==> config.mk <==
export PLATFORM = sky130hd
export DESIGN_NAME = ssds_scan_controller
export DESIGN_NICKNAME = d
export VERILOG_FILES = /design/src/rtl/ssds_scan_controller_pkg.sv /design/src/rtl/ssds_scan_controller_slot_timer.sv /design/src/rtl/ssds_scan_controller.sv
export SDC_FILE = /design/constraint.sdc
export NUM_CORES = 1
export LEC_CHECK = 0
export ABC_AREA = 1
export ABC_CLOCK_PERIOD_IN_PS = 2000
export CAP_MARGIN = 20
export CORE_MARGIN = 4
export CORE_UTILIZATION = 52
export DETAILED_ROUTE_END_ITERATION = 10
export GPL_ROUTABILITY_DRIVEN = 0
export PLACE_DENSITY = 0.83
export SKIP_LAST_GASP = 1
export SLEW_MARGIN = 20
export SYNTH_ARGS = -nofsm -noshare
export SYNTH_HDL_FRONTEND = slang
export SYNTH_SLANG_ARGS = --single-unit
==> constraint.sdc <==
create_clock -name clk -period 2 [get_ports clk]
set_clock_uncertainty 0.15 [all_clocks]
set_input_delay 0.4 -clock clk [delete_from_list [all_inputs] [get_ports clk]]
set_output_delay 0.4 -clock clk [all_outputs]
set_load 0.02 [all_outputs]
==> src/rtl/ssds_scan_controller_pkg.sv <==
// Shared definitions for the seven-segment scan controller.
// Contents: digit/segment geometry, scan FSM state encoding, the latched
// per-slot payload, the pin bundle and a polarity helper for the pin stage.
package ssds_scan_controller_pkg;

    localparam int unsigned DIGIT_COUNT   = 4;
    localparam int unsigned SEG_WIDTH     = 7;
    localparam int unsigned BRIGHT_LEVELS = 16;

    typedef enum logic [1:0] {
        ST_IDLE  = 2'd0,
        ST_BLANK = 2'd1,
        ST_ON    = 2'd2,
        ST_OFF   = 2'd3
    } scan_state_t;

    // Captured at slot start so mid-slot input changes cannot tear the display.
    typedef struct packed {
        logic [SEG_WIDTH-1:0] seg;
        logic                 dp;
        logic [3:0]           brightness;
    } slot_t;

    // Logical (1 = asserted) view of the board pins.
    typedef struct packed {
        logic [SEG_WIDTH-1:0]   seg;
        logic                   dp;
        logic [DIGIT_COUNT-1:0] sel;
    } pins_t;

    // Map logical levels onto the board's electrical polarity.
    function automatic pins_t apply_polarity(input pins_t p, input logic active_low);
        return active_low ? pins_t'(~p) : p;
    endfunction

endpackage

==> src/rtl/ssds_scan_controller_slot_timer.sv <==
// Loadable down-counter used to time the BLANK/ON/OFF phases.
// Ports:
//   clk, rst    clock, synchronous active-high reset
//   load        load load_value this cycle (wins over counting)
//   load_value  value to load; a phase of N cycles loads N-1
//   done_c      count has reached zero (combinational terminal-count flag)
module ssds_scan_controller_slot_timer #(
    parameter int unsigned W = 5
) (
    input  logic         clk,
    input  logic         rst,
    input  logic         load,
    input  logic [W-1:0] load_value,
    output logic         done_c
);

    logic [W-1:0] count;

    // Counts down to zero and holds there until reloaded.
    always_ff @(posedge clk) begin
        if (rst) begin
            count <= '0;
        end else if (load) begin
            count <= load_value;
        end else if (count != '0) begin
            count <= count - W'(1);
        end
    end

    assign done_c = (count == '0);

endmodule

==> src/rtl/ssds_scan_controller.sv <==
// Time-multiplexes four 7-segment digits plus decimal points onto a shared
// segment bus with one-hot digit selects, a ghost-suppression blank at the
// start of every slot and 16-level brightness PWM inside each slot.
// Ports:
//   clk, rst        clock, synchronous active-high reset
//   en              scan enable; low forces IDLE with all pins inactive
//   digit_0..3      segment patterns {g..a}, 1 = lit
//   dots            decimal points, bit i belongs to digit i
//   brightness      ON steps per slot (0 = dark, 15 = 15/16 duty)
//   seg, dp, sel    registered board pins, polarity set by ACTIVE_LOW
//   frame_tick      one-cycle pulse with the first BLANK cycle of digit 0
//                   following a digit-3 slot
module ssds_scan_controller
    import ssds_scan_controller_pkg::*;
#(
    parameter int unsigned BLANK_CYCLES = 4,
    parameter int unsigned STEP_CYCLES  = 1024,
    parameter bit          ACTIVE_LOW   = 1'b1
) (
    input  logic                   clk,
    input  logic                   rst,
    input  logic                   en,
    input  logic [SEG_WIDTH-1:0]   digit_0,
    input  logic [SEG_WIDTH-1:0]   digit_1,
    input  logic [SEG_WIDTH-1:0]   digit_2,
    input  logic [SEG_WIDTH-1:0]   digit_3,
    input  logic [DIGIT_COUNT-1:0] dots,
    input  logic [3:0]             brightness,
    output logic [SEG_WIDTH-1:0]   seg,
    output logic                   dp,
    output logic [DIGIT_COUNT-1:0] sel,
    output logic                   frame_tick
);

    // Wide enough for the full PWM window; also covers an unusually long blank.
    localparam int unsigned PWM_W   = $clog2(BRIGHT_LEVELS * STEP_CYCLES + 1);
    localparam int unsigned BLANK_W = $clog2(BLANK_CYCLES + 1);
    localparam int unsigned CNT_W   = (PWM_W > BLANK_W) ? PWM_W : BLANK_W;

    localparam logic [CNT_W-1:0] STEP_LEN   = CNT_W'(STEP_CYCLES);
    localparam logic [CNT_W-1:0] BLANK_LAST = CNT_W'(BLANK_CYCLES - 1);
    localparam pins_t            PINS_IDLE  = ACTIVE_LOW ? pins_t'('1) : pins_t'('0);

    scan_state_t state;
    logic [1:0]  digit_idx;
    slot_t       slot;
    pins_t       pins;

    logic             timer_load_c;
    logic [CNT_W-1:0] timer_value_c;
    logic             timer_done_c;
    logic [CNT_W-1:0] on_last_c;
    logic [CNT_W-1:0] off_last_c;
    logic [1:0]       cap_idx_c;
    slot_t            cap_slot_c;
    pins_t            on_pins_c;

    ssds_scan_controller_slot_timer #(
        .W (CNT_W)
    ) u_slot_timer (
        .clk        (clk),
        .rst        (rst),
        .load       (timer_load_c),
        .load_value (timer_value_c),
        .done_c     (timer_done_c)
    );

    // Phase lengths minus one; on_last_c is only used when brightness is non-zero.
    always_comb begin
        on_last_c  = CNT_W'(slot.brightness) * STEP_LEN - CNT_W'(1);
        off_last_c = CNT_W'(5'(BRIGHT_LEVELS) - {1'b0, slot.brightness}) * STEP_LEN
                     - CNT_W'(1);
    end

    // Payload for the slot about to start: digit 0 from IDLE, else the next digit.
    always_comb begin
        cap_idx_c             = (state == ST_IDLE) ? 2'd0 : digit_idx + 2'd1;
        cap_slot_c.seg        = digit_0;
        cap_slot_c.dp         = dots[cap_idx_c];
        cap_slot_c.brightness = brightness;
        case (cap_idx_c)
            2'd1:    cap_slot_c.seg = digit_1;
            2'd2:    cap_slot_c.seg = digit_2;
            2'd3:    cap_slot_c.seg = digit_3;
            default: cap_slot_c.seg = digit_0;
        endcase
    end

    // Logical pin image for the ON phase of the current digit.
    always_comb begin
        on_pins_c     = '0;
        on_pins_c.seg = slot.seg;
        on_pins_c.dp  = slot.dp;
        on_pins_c.sel = 4'b0001 << digit_idx;
    end

    // Reload the timer on every phase change so it is aligned with state.
    always_comb begin
        timer_load_c  = 1'b0;
        timer_value_c = '0;
        if (en) begin
            case (state)
                ST_IDLE: begin
                    timer_load_c  = 1'b1;
                    timer_value_c = BLANK_LAST;
                end
                ST_BLANK: begin
                    timer_load_c  = timer_done_c;
                    timer_value_c = (slot.brightness == 4'd0) ? off_last_c : on_last_c;
                end
                ST_ON: begin
                    timer_load_c  = timer_done_c;
                    timer_value_c = off_last_c;
                end
                ST_OFF: begin
                    timer_load_c  = timer_done_c;
                    timer_value_c = BLANK_LAST;
                end
                default: begin
                    timer_load_c  = 1'b0;
                    timer_value_c = '0;
                end
            endcase
        end
    end

    // Scan FSM with registered pin stage; pins are only active while in ON.
    always_ff @(posedge clk) begin
        if (rst) begin
            state      <= ST_IDLE;
            digit_idx  <= 2'd0;
            slot       <= '0;
            pins       <= PINS_IDLE;
            frame_tick <= 1'b0;
        end else if (!en) begin
            state      <= ST_IDLE;
            digit_idx  <= 2'd0;
            pins       <= PINS_IDLE;
            frame_tick <= 1'b0;
        end else begin
            frame_tick <= 1'b0;
            case (state)
                ST_IDLE: begin
                    state     <= ST_BLANK;
                    digit_idx <= 2'd0;
                    slot      <= cap_slot_c;
                    pins      <= PINS_IDLE;
                end
                ST_BLANK: begin
                    if (timer_done_c) begin
                        if (slot.brightness == 4'd0) begin
                            state <= ST_OFF;
                        end else begin
                            state <= ST_ON;
                            pins  <= apply_polarity(on_pins_c, ACTIVE_LOW);
                        end
                    end
                end
                ST_ON: begin
                    if (timer_done_c) begin
                        state <= ST_OFF;
                        pins  <= PINS_IDLE;
                    end
                end
                ST_OFF: begin
                    if (timer_done_c) begin
                        state      <= ST_BLANK;
                        digit_idx  <= digit_idx + 2'd1;
                        slot       <= cap_slot_c;
                        frame_tick <= (digit_idx == 2'd3);
                    end
                end
                default: begin
                    state <= ST_IDLE;
                    pins  <= PINS_IDLE;
                end
            endcase
        end
    end

    assign seg = pins.seg;
    assign dp  = pins.dp;
    assign sel = pins.sel;

endmodule

# Word level (Yosys, flattened, before mapping)
# Cells that the tools add are included.
# totals
register_bits,44
latch_bits,0
ramBits,0
mem_bits_ro,0
in_bits,39
out_inout_bits,13
memories,0
# op_classes
addsub,5
mul,0
n_div,0
n_lt_le_gt_ge,1
eq_ne,11
shift,1
muxes,24
n_bitwise,4
reduce_logical,15
# ops
cell,count
$mux 15,4
$mux 12,4
$pmux 15 s3,1
$pmux 12 s3,1
$sub 15x1->15 const B,2
$pmux 12 s2,1
$pmux 7 s3,1
$logic_not 15->1,1
$reduce_bool 15->1,1
$sub 14x1->15 const B,1
$not 12->12,1
$eq 2x2->1 const B,5
$mux 2,5
$ne 2x2->1 const B,4
$pmux 2 s4,1
$reduce_and 3->1,2
$sub 5x4->5 const A,1
$eq 2x1->1 const B,2
$logic_not 4->1,1
$pmux 2 s2,1
$reduce_and 4->1,1
$reduce_bool 2->1,2
$reduce_or 2->1,2
$reduce_or 4->1,1
other kinds (11),15

# Longest topological paths before layout
# Gate-level depths: netlist of run 1.
# depth
word_depth,6
mapped_depth,12

# By module
# A second synthesis of run 1 with hierarchy kept.
# hier_totals
cells_unflattened,410
hier_area_um2,2697.6
# modules_own_cells
mod,n_inst,cells_each,area_each_um2,seq_area_each_um2
ssds_scan_controller,1,266,1745.4,580.6
ssds_scan_controller_slot_timer,1,144,952.2,300.3

# Worst setup path after synthesis of run 1
# Ideal clock, no wire load.
# synth_timing
path_type,register to register
startpoint,register state[1]
endpoint,register pins (netlist bit dp)
t_arrival_ns,1.555
required_ns,1.733
slack_ns,0.178
path_stages_with_launch,13
path_buffers,2
period_less_slack_ns,1.822
path_cell_list,dfxtp_1 -> inv_1 -> ha_1 -> buf_2 -> nor2_1 -> inv_2 -> o21ai_1 -> inv_1 -> nand2_2 -> inv_2 -> buf_4 -> o21ai_1 -> nand2_1
# synth_via
elab_chain_cells,3
# synth_lines
item,line_no,source
from (decl),ssds_scan_controller.sv:44,scan_state_t state;
from (signal assigned),ssds_scan_controller.sv:130,state <= ST_IDLE;
from (signal assigned),ssds_scan_controller.sv:136,state <= ST_IDLE;
from (signal assigned),ssds_scan_controller.sv:144,state <= ST_BLANK;
"$eq 2x1->1, or another cell as far along",ssds_scan_controller.sv:142,case (state)
$ne 2x2->1 (no line) / $reduce_bool 3->1 (equally long branches),--,
$reduce_and 4->1 (no line),--,
to (signal assigned),ssds_scan_controller.sv:155,"pins <= apply_polarity(on_pins_c, ACTIVE_LOW);"
to (decl),ssds_scan_controller.sv:47,pins_t pins;
# Several ways; a longest one is shown, not always the timed one.
# A chain may end at the register's enable or synchronous reset.

# Worst setup path in the final report of run 1
# layout_timing
startpoint,register u_slot_timer.count[1]
endpoint,register pins (netlist bit sel[3])
# layout_via
elab_chain_cells,3
# layout_lines
item,line_no,source
from (decl),ssds_scan_controller_slot_timer.sv:17,logic [W-1:0] count;
from (signal assigned),ssds_scan_controller_slot_timer.sv:24,count <= load_value;
from (signal assigned),ssds_scan_controller_slot_timer.sv:26,count <= count - W'(1);
$logic_not 15->1 *,ssds_scan_controller_slot_timer.sv:30,assign done_c = (count == '0);
$ne 2x2->1 (no line),--,
$reduce_and 4->1 (no line) *,--,
# Mark *: on every way between the ends. The rest lies on a longest branch, timed or not.

==> impl_metrics.env, run 1 <==
export IMPL_start_kind="flip-flop"
export IMPL_crit_arrival_ns=1.94
export IMPL_drive_gt1_share_pct=13.0
export IMPL_vdd_drop_max_mv=0.888
export IMPL_synth_warning_count=0
export IMPL_num_rows=25
export IMPL_antenna_cells=0
export IMPL_wl_met3_um=481
export IMPL_synth_area_um2=2700
export IMPL_drc=0
export IMPL_hold_viol=0
export IMPL_crit_fanout=7
export IMPL_track_usage_pct=21.3
export IMPL_grt_pass1_vias=2454
export IMPL_cts_root_buf="clkbuf_8"
export IMPL_drt_wirelength_per_cell_um=12.2
export IMPL_hpwl_um=5110
export IMPL_cp_slowest_cell="dfxtp_1"
export IMPL_routed_wl_um=6650
export IMPL_avgSynthCellArea_um2=6.64
export IMPL_post_synth_top_count_cell="nand2_1"
export IMPL_setup_viol=0
export IMPL_slew_headroom_pct=68.5
export IMPL_dieHeight_um=80.0
export IMPL_fmax_mhz=528
export IMPL_synthTopCellsByArea="dfxtp_1 (33%), nand2_1 (17%), inv_1 (6.1%)"
export IMPL_synth_seq_cells=44
export IMPL_port_buffer_count=51
export IMPL_rrSetupSlack_ns=0.11
export IMPL_met2WireLength_um=2920
export IMPL_hold_ws_ns=0.323
export IMPL_rsz0062_at_grt="no"
export IMPL_final_antenna_net_count=0
export IMPL_dieArea_um2=6400
export IMPL_dr_pass1_iters=4
export IMPL_vias=2729
export IMPL_critPathCaptureType="flip-flop"
export IMPL_synth_edf_count=0
export IMPL_fin_cells=543
export IMPL_critPathRequiredTime_ns=2.04
export IMPL_status="finished, final reports clean"
export IMPL_max_cap_violations=0
export IMPL_hold_path_class="flip-flop to flip-flop"
export IMPL_power_density_nw_per_um2=1230
export IMPL_asyncSetResetFlopFracSynth_pct=0
export IMPL_ys_seq_area_share_pct=32.7
export IMPL_drt_iter0_drc=206
export IMPL_grt_max_degree=17
export IMPL_antenna_found_initial=0
export IMPL_cp_common_cell="nand2_1"
export IMPL_area_delta_synth_final_pct=31.2
export IMPL_io_pins=52
export IMPL_grt_ovfl_total=0
export IMPL_worst_setup_path_type="flip-flop to flip-flop"
export IMPL_synth_top_area_share_pct=32.7
export IMPL_syn_nets=457
export IMPL_leakagePower_uw=0.00167
export IMPL_top_layer="met4"
export IMPL_synth_common_cells="nand2_1 (123), dfxtp_1 (44), inv_1 (44), nor2_1 (44)"
export IMPL_wl_met1_um=3170
export IMPL_syn_inst=406
export IMPL_yosysTopAreaCell="dfxtp_1"
export IMPL_placed_cells=533
export IMPL_clkTransAtPathRegs_ns=0.08
export IMPL_fin_nets=526
export IMPL_tns_ns=0
export IMPL_maxSlewViolCount=0
export IMPL_worst_slew_pin_slew_ns=0.471
export IMPL_cts_tree="yes"
export IMPL_cts_buffer_depth=2
export IMPL_cp_slowest_stage_delay_ns=0.32
export IMPL_ys_types=35
export IMPL_post_route_period_util_pct=94.6
export IMPL_cts_inserted_buffers=5
export IMPL_finalCriticalPeriod_ns=1.89
export IMPL_insertion_delay_ns=0.30
export IMPL_synth_ff_type="dfxtp_1"
export IMPL_vias_per_cell=5.03
export IMPL_die_w_um=80.0
export IMPL_clkSinkCount=44
export IMPL_worstPathCellList="inv_1, ha_4, nand3_4, nor2_8, nand4_4, nand2_1, nand2_4, buf_12, a21oi_1, nand2_1"
export IMPL_cts_htree_levels=2
export IMPL_coreArea_um2=4880
export IMPL_initial_core_util_pct=55.3
export IMPL_grt_pass1_wl_um=10900
-- layout by cell type (no fill, tap or decap), drive strengths merged, types with 2 or more instances in the layout --
| cell type | netlist | routed |
|---|---|---|
| nand4 | 7 | 7 |
| ha | 12 | 12 |
| clkbuf | 3 | 6 |
| nand2 | 131 | 132 |
| o21ai | 29 | 29 |
| dfxtp | 44 | 44 |
| a21oi | 25 | 25 |
| buf | 8 | 21 |
| inv | 51 | 52 |
| nor3 | 3 | 3 |
| a22o | 2 | 2 |
| nor2 | 51 | 51 |
| xnor2 | 6 | 6 |
| nand3 | 25 | 25 |
| xor2 | 3 | 3 |
| clkdlybuf4s50 | 0 | 51 |
-- cell type report --
type,count,area [µm²]
Fill cell,415,1340
Timing Repair Buffer,72,697
Tap cell,67,83.8
Inverter,51,194
Clock buffer,6,82.6
Sequential cell,44,882
Clock inverter,2,13.8
Multi-Input combinational cell,301,1590
-- metrics by stage --
step | setup WS (ns) | instance area [µm²] | utilization (%) | total power, µW
after global routing | 0.00246 | 3540 | 72.5 | 4680
after floorplan | 0.178 | 2700 | - | 3000
after detailed placement | 0.0325 | 3390 | 69.5 | 3630
final | 0.108 | 3540 | 72.5 | 4350
after CTS | 0.0628 | 3490 | 71.5 | 4250
after global placement | 0.134 | 3390 | 69.5 | 3580
-- worst paths after layout --
path / depth (start not counted) / endpoint / start
worst min-delay path: 2 / sel[1]$_SDFFE_PP1P_ / sel[1]$_SDFFE_PP1P_
worst max-delay path: 10 / sel[3]$_SDFFE_PP1P_ / u_slot_timer.count[1]$_SDFFE_PP0P_
worst min register to register: 2 / sel[1]$_SDFFE_PP1P_ / sel[1]$_SDFFE_PP1P_
worst max register to register: 10 / sel[3]$_SDFFE_PP1P_ / u_slot_timer.count[1]$_SDFFE_PP0P_
-- kinds of logic (layout without fill, tap and decap cells) --
group / after synthesis / count (layout) / share of synthesized area (%)
compound gates: 59 / 59 / 12.3
buf+inv: 62 / 131 / 9.79
fa+ha+maj: 12 / 12 / 5.57
xor+xnor: 9 / 9 / 2.92
simple gates: 220 / 221 / 36.8
flops: 44 / 44 / 32.7
-- registers in the layout (all words and copies together) (netlist names) --
register            cells
u_slot_timer.count     15
on_pins_c               8
seg                     7
sel                     4
slot                    4
digit_idx               2
state                   2
dp                      1
frame_tick              1
-- worst max-delay path, delay by kind of cell, from the launching register on --
family / cells / cell delay, ns
and+or+nand+nor: 6 / 0.75
DFF: 1 / 0.32
buffers and inverters: 2 / 0.25
adders and majority gates: 1 / 0.16
AOI/OAI and AO/OA: 1 / 0.14
-- power by group --
part | internal (µW) | leakage, µW | total [µW] | switching [µW]
clock network | 283 | 0.0000516 | 605 | 323
logic | 1030 | 0.00126 | 2490 | 1460
registers | 1080 | 0.000362 | 1250 | 173
total | 2390 | 0.00167 | 4350 | 1950
-- per-layer routing --
metal,vias to the layer above,track usage (%)
met3,6,5.19
met5,-,0
li1,1419,-
met4,0,5.91
met1,1218,29.8
met2,86,32.6
-- what timing repair did --
action	in CTS	in global routing
buffers inserted	0	1
gates resized for setup	0	10
setup endpoints to repair	0	30
hold buffers	0	0
(Power assumes the default switching activity.)
==> inputs of run 2 (changes only) <==
--- a/config.mk
+++ b/config.mk
@@ -6,7 +6,7 @@
 export NUM_CORES = 1
 export LEC_CHECK = 0
 export ABC_AREA = 1
-export ABC_CLOCK_PERIOD_IN_PS = 2000
+export ABC_CLOCK_PERIOD_IN_PS = 1750
 export CAP_MARGIN = 20
 export CORE_MARGIN = 4
 export CORE_UTILIZATION = 52
==> constraint.sdc (replaced) <==
create_clock -name clk -period 1.75 [get_ports clk]
set_clock_uncertainty 0.15 [all_clocks]
set_input_delay 0.35 -clock clk [delete_from_list [all_inputs] [get_ports clk]]
set_output_delay 0.35 -clock clk [all_outputs]
set_load 0.02 [all_outputs]
==> impl_metrics.env, run 2 (synthesis gave the netlist of run 1 again) <==
export IMPL_coreArea_um2=4880
export IMPL_top_register="u_slot_timer.count"
export IMPL_grt_pass1_wl_um=12300
export IMPL_critPathRequiredTime_ns=1.80
export IMPL_post_route_period_util_pct=102
export IMPL_slew_headroom_pct=77.2
export IMPL_track_usage_pct=24.3
export IMPL_grt_pass1_vias=2807
export IMPL_tns_ns=-0.353
export IMPL_vdd_drop_max_mv=0.890
export IMPL_final_antenna_net_count=0
export IMPL_layout_common_cells="nand2_1 (113), buf_4 (45), dfxtp_1 (40)"
export IMPL_io_pins=52
export IMPL_vias=3089
export IMPL_insertion_delay_ns=0.30
export IMPL_fmax_mhz=559
export IMPL_worst_setup_path_type="flip-flop to flip-flop"
export IMPL_cp_slowest_stage_delay_ns=0.34
export IMPL_setup_viol=16
export IMPL_grt_ovfl_total=0
export IMPL_final_fill_count=305
export IMPL_vias_per_cell=5.41
export IMPL_place_area_um2=3520
export IMPL_fin_nets=554
export IMPL_largest_register_ffs=15
export IMPL_finalInstanceArea_um2=4000
export IMPL_cp_common_cell="nand2_4"
export IMPL_worstPathCellList="inv_2, ha_4, nand3_4, nor2_8, nand2_4, o21ai_4, nand2_4, o21ai_1, nor2_1"
export IMPL_drt_iter0_drc=226
export IMPL_crit_fanout=8
export IMPL_crit_buf_inv=1
export IMPL_crit_arrival_ns=1.84
export IMPL_grtUsageMet3_pct=5.53
export IMPL_drt_wirelength_per_cell_um=14.4
export IMPL_met2_usage_pct=40.9
export IMPL_grt_max_degree=14
export IMPL_cp_slowest_cell="dfxtp_2"
export IMPL_finalCriticalPeriod_ns=1.79
export IMPL_clkTransAtPathRegs_ns=0.08
export IMPL_cts_inserted_buffers=5
export IMPL_area_delta_synth_final_pct=48.2
export IMPL_met1_usage_pct=29.3
export IMPL_antenna_cells=0
export IMPL_dr_pass1_iters=6
export IMPL_start_kind="flip-flop"
export IMPL_cts_tree="yes"
export IMPL_hold_path_class="flip-flop to flip-flop"
export IMPL_crit_family="simple AND/OR/NAND/NOR gates"
export IMPL_maxSlewViolCount=0
export IMPL_holdBufCountCts=0
export IMPL_layout_commonest_cell="nand2_1"
export IMPL_hpwl_um=5410
export IMPL_cts_htree_levels=2
export IMPL_die_w_um=80.0
export IMPL_critPathCaptureType="flip-flop"
export IMPL_port_buffer_count=51
export IMPL_drive_gt1_share_pct=27.8
export IMPL_num_rows=25
export IMPL_top_usage_layer="met2"
export IMPL_clkSinkCount=44
export IMPL_power_density_nw_per_um2=1440
export IMPL_rsz0062_at_grt="yes"
export IMPL_initial_core_util_pct=55.3
export IMPL_routed_wl_um=8240
export IMPL_dieHeight_um=80.0
export IMPL_worst_slew_pin_slew_ns=0.341
export IMPL_hold_viol=0
export IMPL_leakagePower_uw=0.00187
export IMPL_drc=0
export IMPL_max_cap_violations=0
export IMPL_antenna_found_initial=0
export IMPL_power_total_uw=5760
export IMPL_cts_root_buf="clkbuf_8"
export IMPL_setup_slack_ns=-0.0396
export IMPL_cts_buffer_depth=2
export IMPL_dieArea_um2=6400
export IMPL_failed_checks="setup timing"
export IMPL_status="finished, violations left"
## run 2: report_power, final
part           leakage [µW]  switching [µW]  total, µW  internal [µW]
Sequential         0.000363             210       1450           1240
Clock             0.0000645             355        859            504
Combinational       0.00144            2000       3460           1460
Total               0.00187            2570       5760           3200
## run 2: final cells by class
class | count | area [µm²] | share of cell area, %
clock buffer | 7 | 96.3 | 2.41
clock inverter | 1 | 30.0 | 0.751
inverter | 51 | 194 | 4.85
multi-input combinational | 302 | 1800 | 45.1
sequential | 44 | 888 | 22.2
tap | 67 | 83.8 | 2.10
timing repair buffer | 99 | 902 | 22.6
## run 2: final timing paths
path / startpoint / end / slack [ns] / cells past startpoint
min: seg[1]$_SDFFE_PP1P_ / seg[1]$_SDFFE_PP1P_ / 0.31 / 2
max: u_slot_timer.count[0]$_SDFFE_PP0P_ / on_pins_c[9]$_SDFFE_PP0P_ / -0.04 / 9
min reg2reg: seg[1]$_SDFFE_PP1P_ / seg[1]$_SDFFE_PP1P_ / 0.31 / 2
max reg2reg: u_slot_timer.count[0]$_SDFFE_PP0P_ / on_pins_c[9]$_SDFFE_PP0P_ / -0.04 / 9
## run 2: worst register-to-register path, stage by stage, from the launching register on
cell and delay [ns]:
dfxtp_2 0.34, inv_2 0.08, ha_4 0.15, nand3_4 0.10
nor2_8 0.14, nand2_4 0.11, o21ai_4 0.25, nand2_4 0.14
o21ai_1 0.16, nor2_1 0.06
## run 2: layer usage
layer  share of wire (%)  vias up
li1                    -     1476
met1                  40     1401
met2                  48      178
met3                 9.3       34
met4                 3.4        0
met5                   0        -
## run 2: per-stage QoR
step / hold WS [ns] / util (%) / instances / setup WS [ns]
after floorplan: 0.301 / - / 406 / 0.00705
after global placement: 0.300 / 72.1 / 550 / -0.0771
after detailed placement: 0.295 / 72.1 / 550 / -0.0886
after CTS: 0.313 / 76.2 / 564 / -0.0249
after global routing: 0.329 / 81.9 / 571 / -0.139
final: 0.307 / 81.9 / 571 / -0.0396
## run 2: timing repair
item                                    4_1_cts  5_1_grt
setup buffers                                 4        6
pin swaps                                     9       18
gates cloned                                  2        1
gates resized for setup                      21       61
endpoints found under the setup margin       36       48
==> inputs of run 3 (changes only) <==
--- a/config.mk
+++ b/config.mk
@@ -10,6 +10,7 @@
 export CAP_MARGIN = 20
 export CORE_MARGIN = 4
 export CORE_UTILIZATION = 52
+export CTS_CLUSTER_DIAMETER = 200
 export DETAILED_ROUTE_END_ITERATION = 10
 export GPL_ROUTABILITY_DRIVEN = 0
 export PLACE_DENSITY = 0.83
==> results of run 3 <==
Final layout, timing and power as in run 2 (identical DEF).
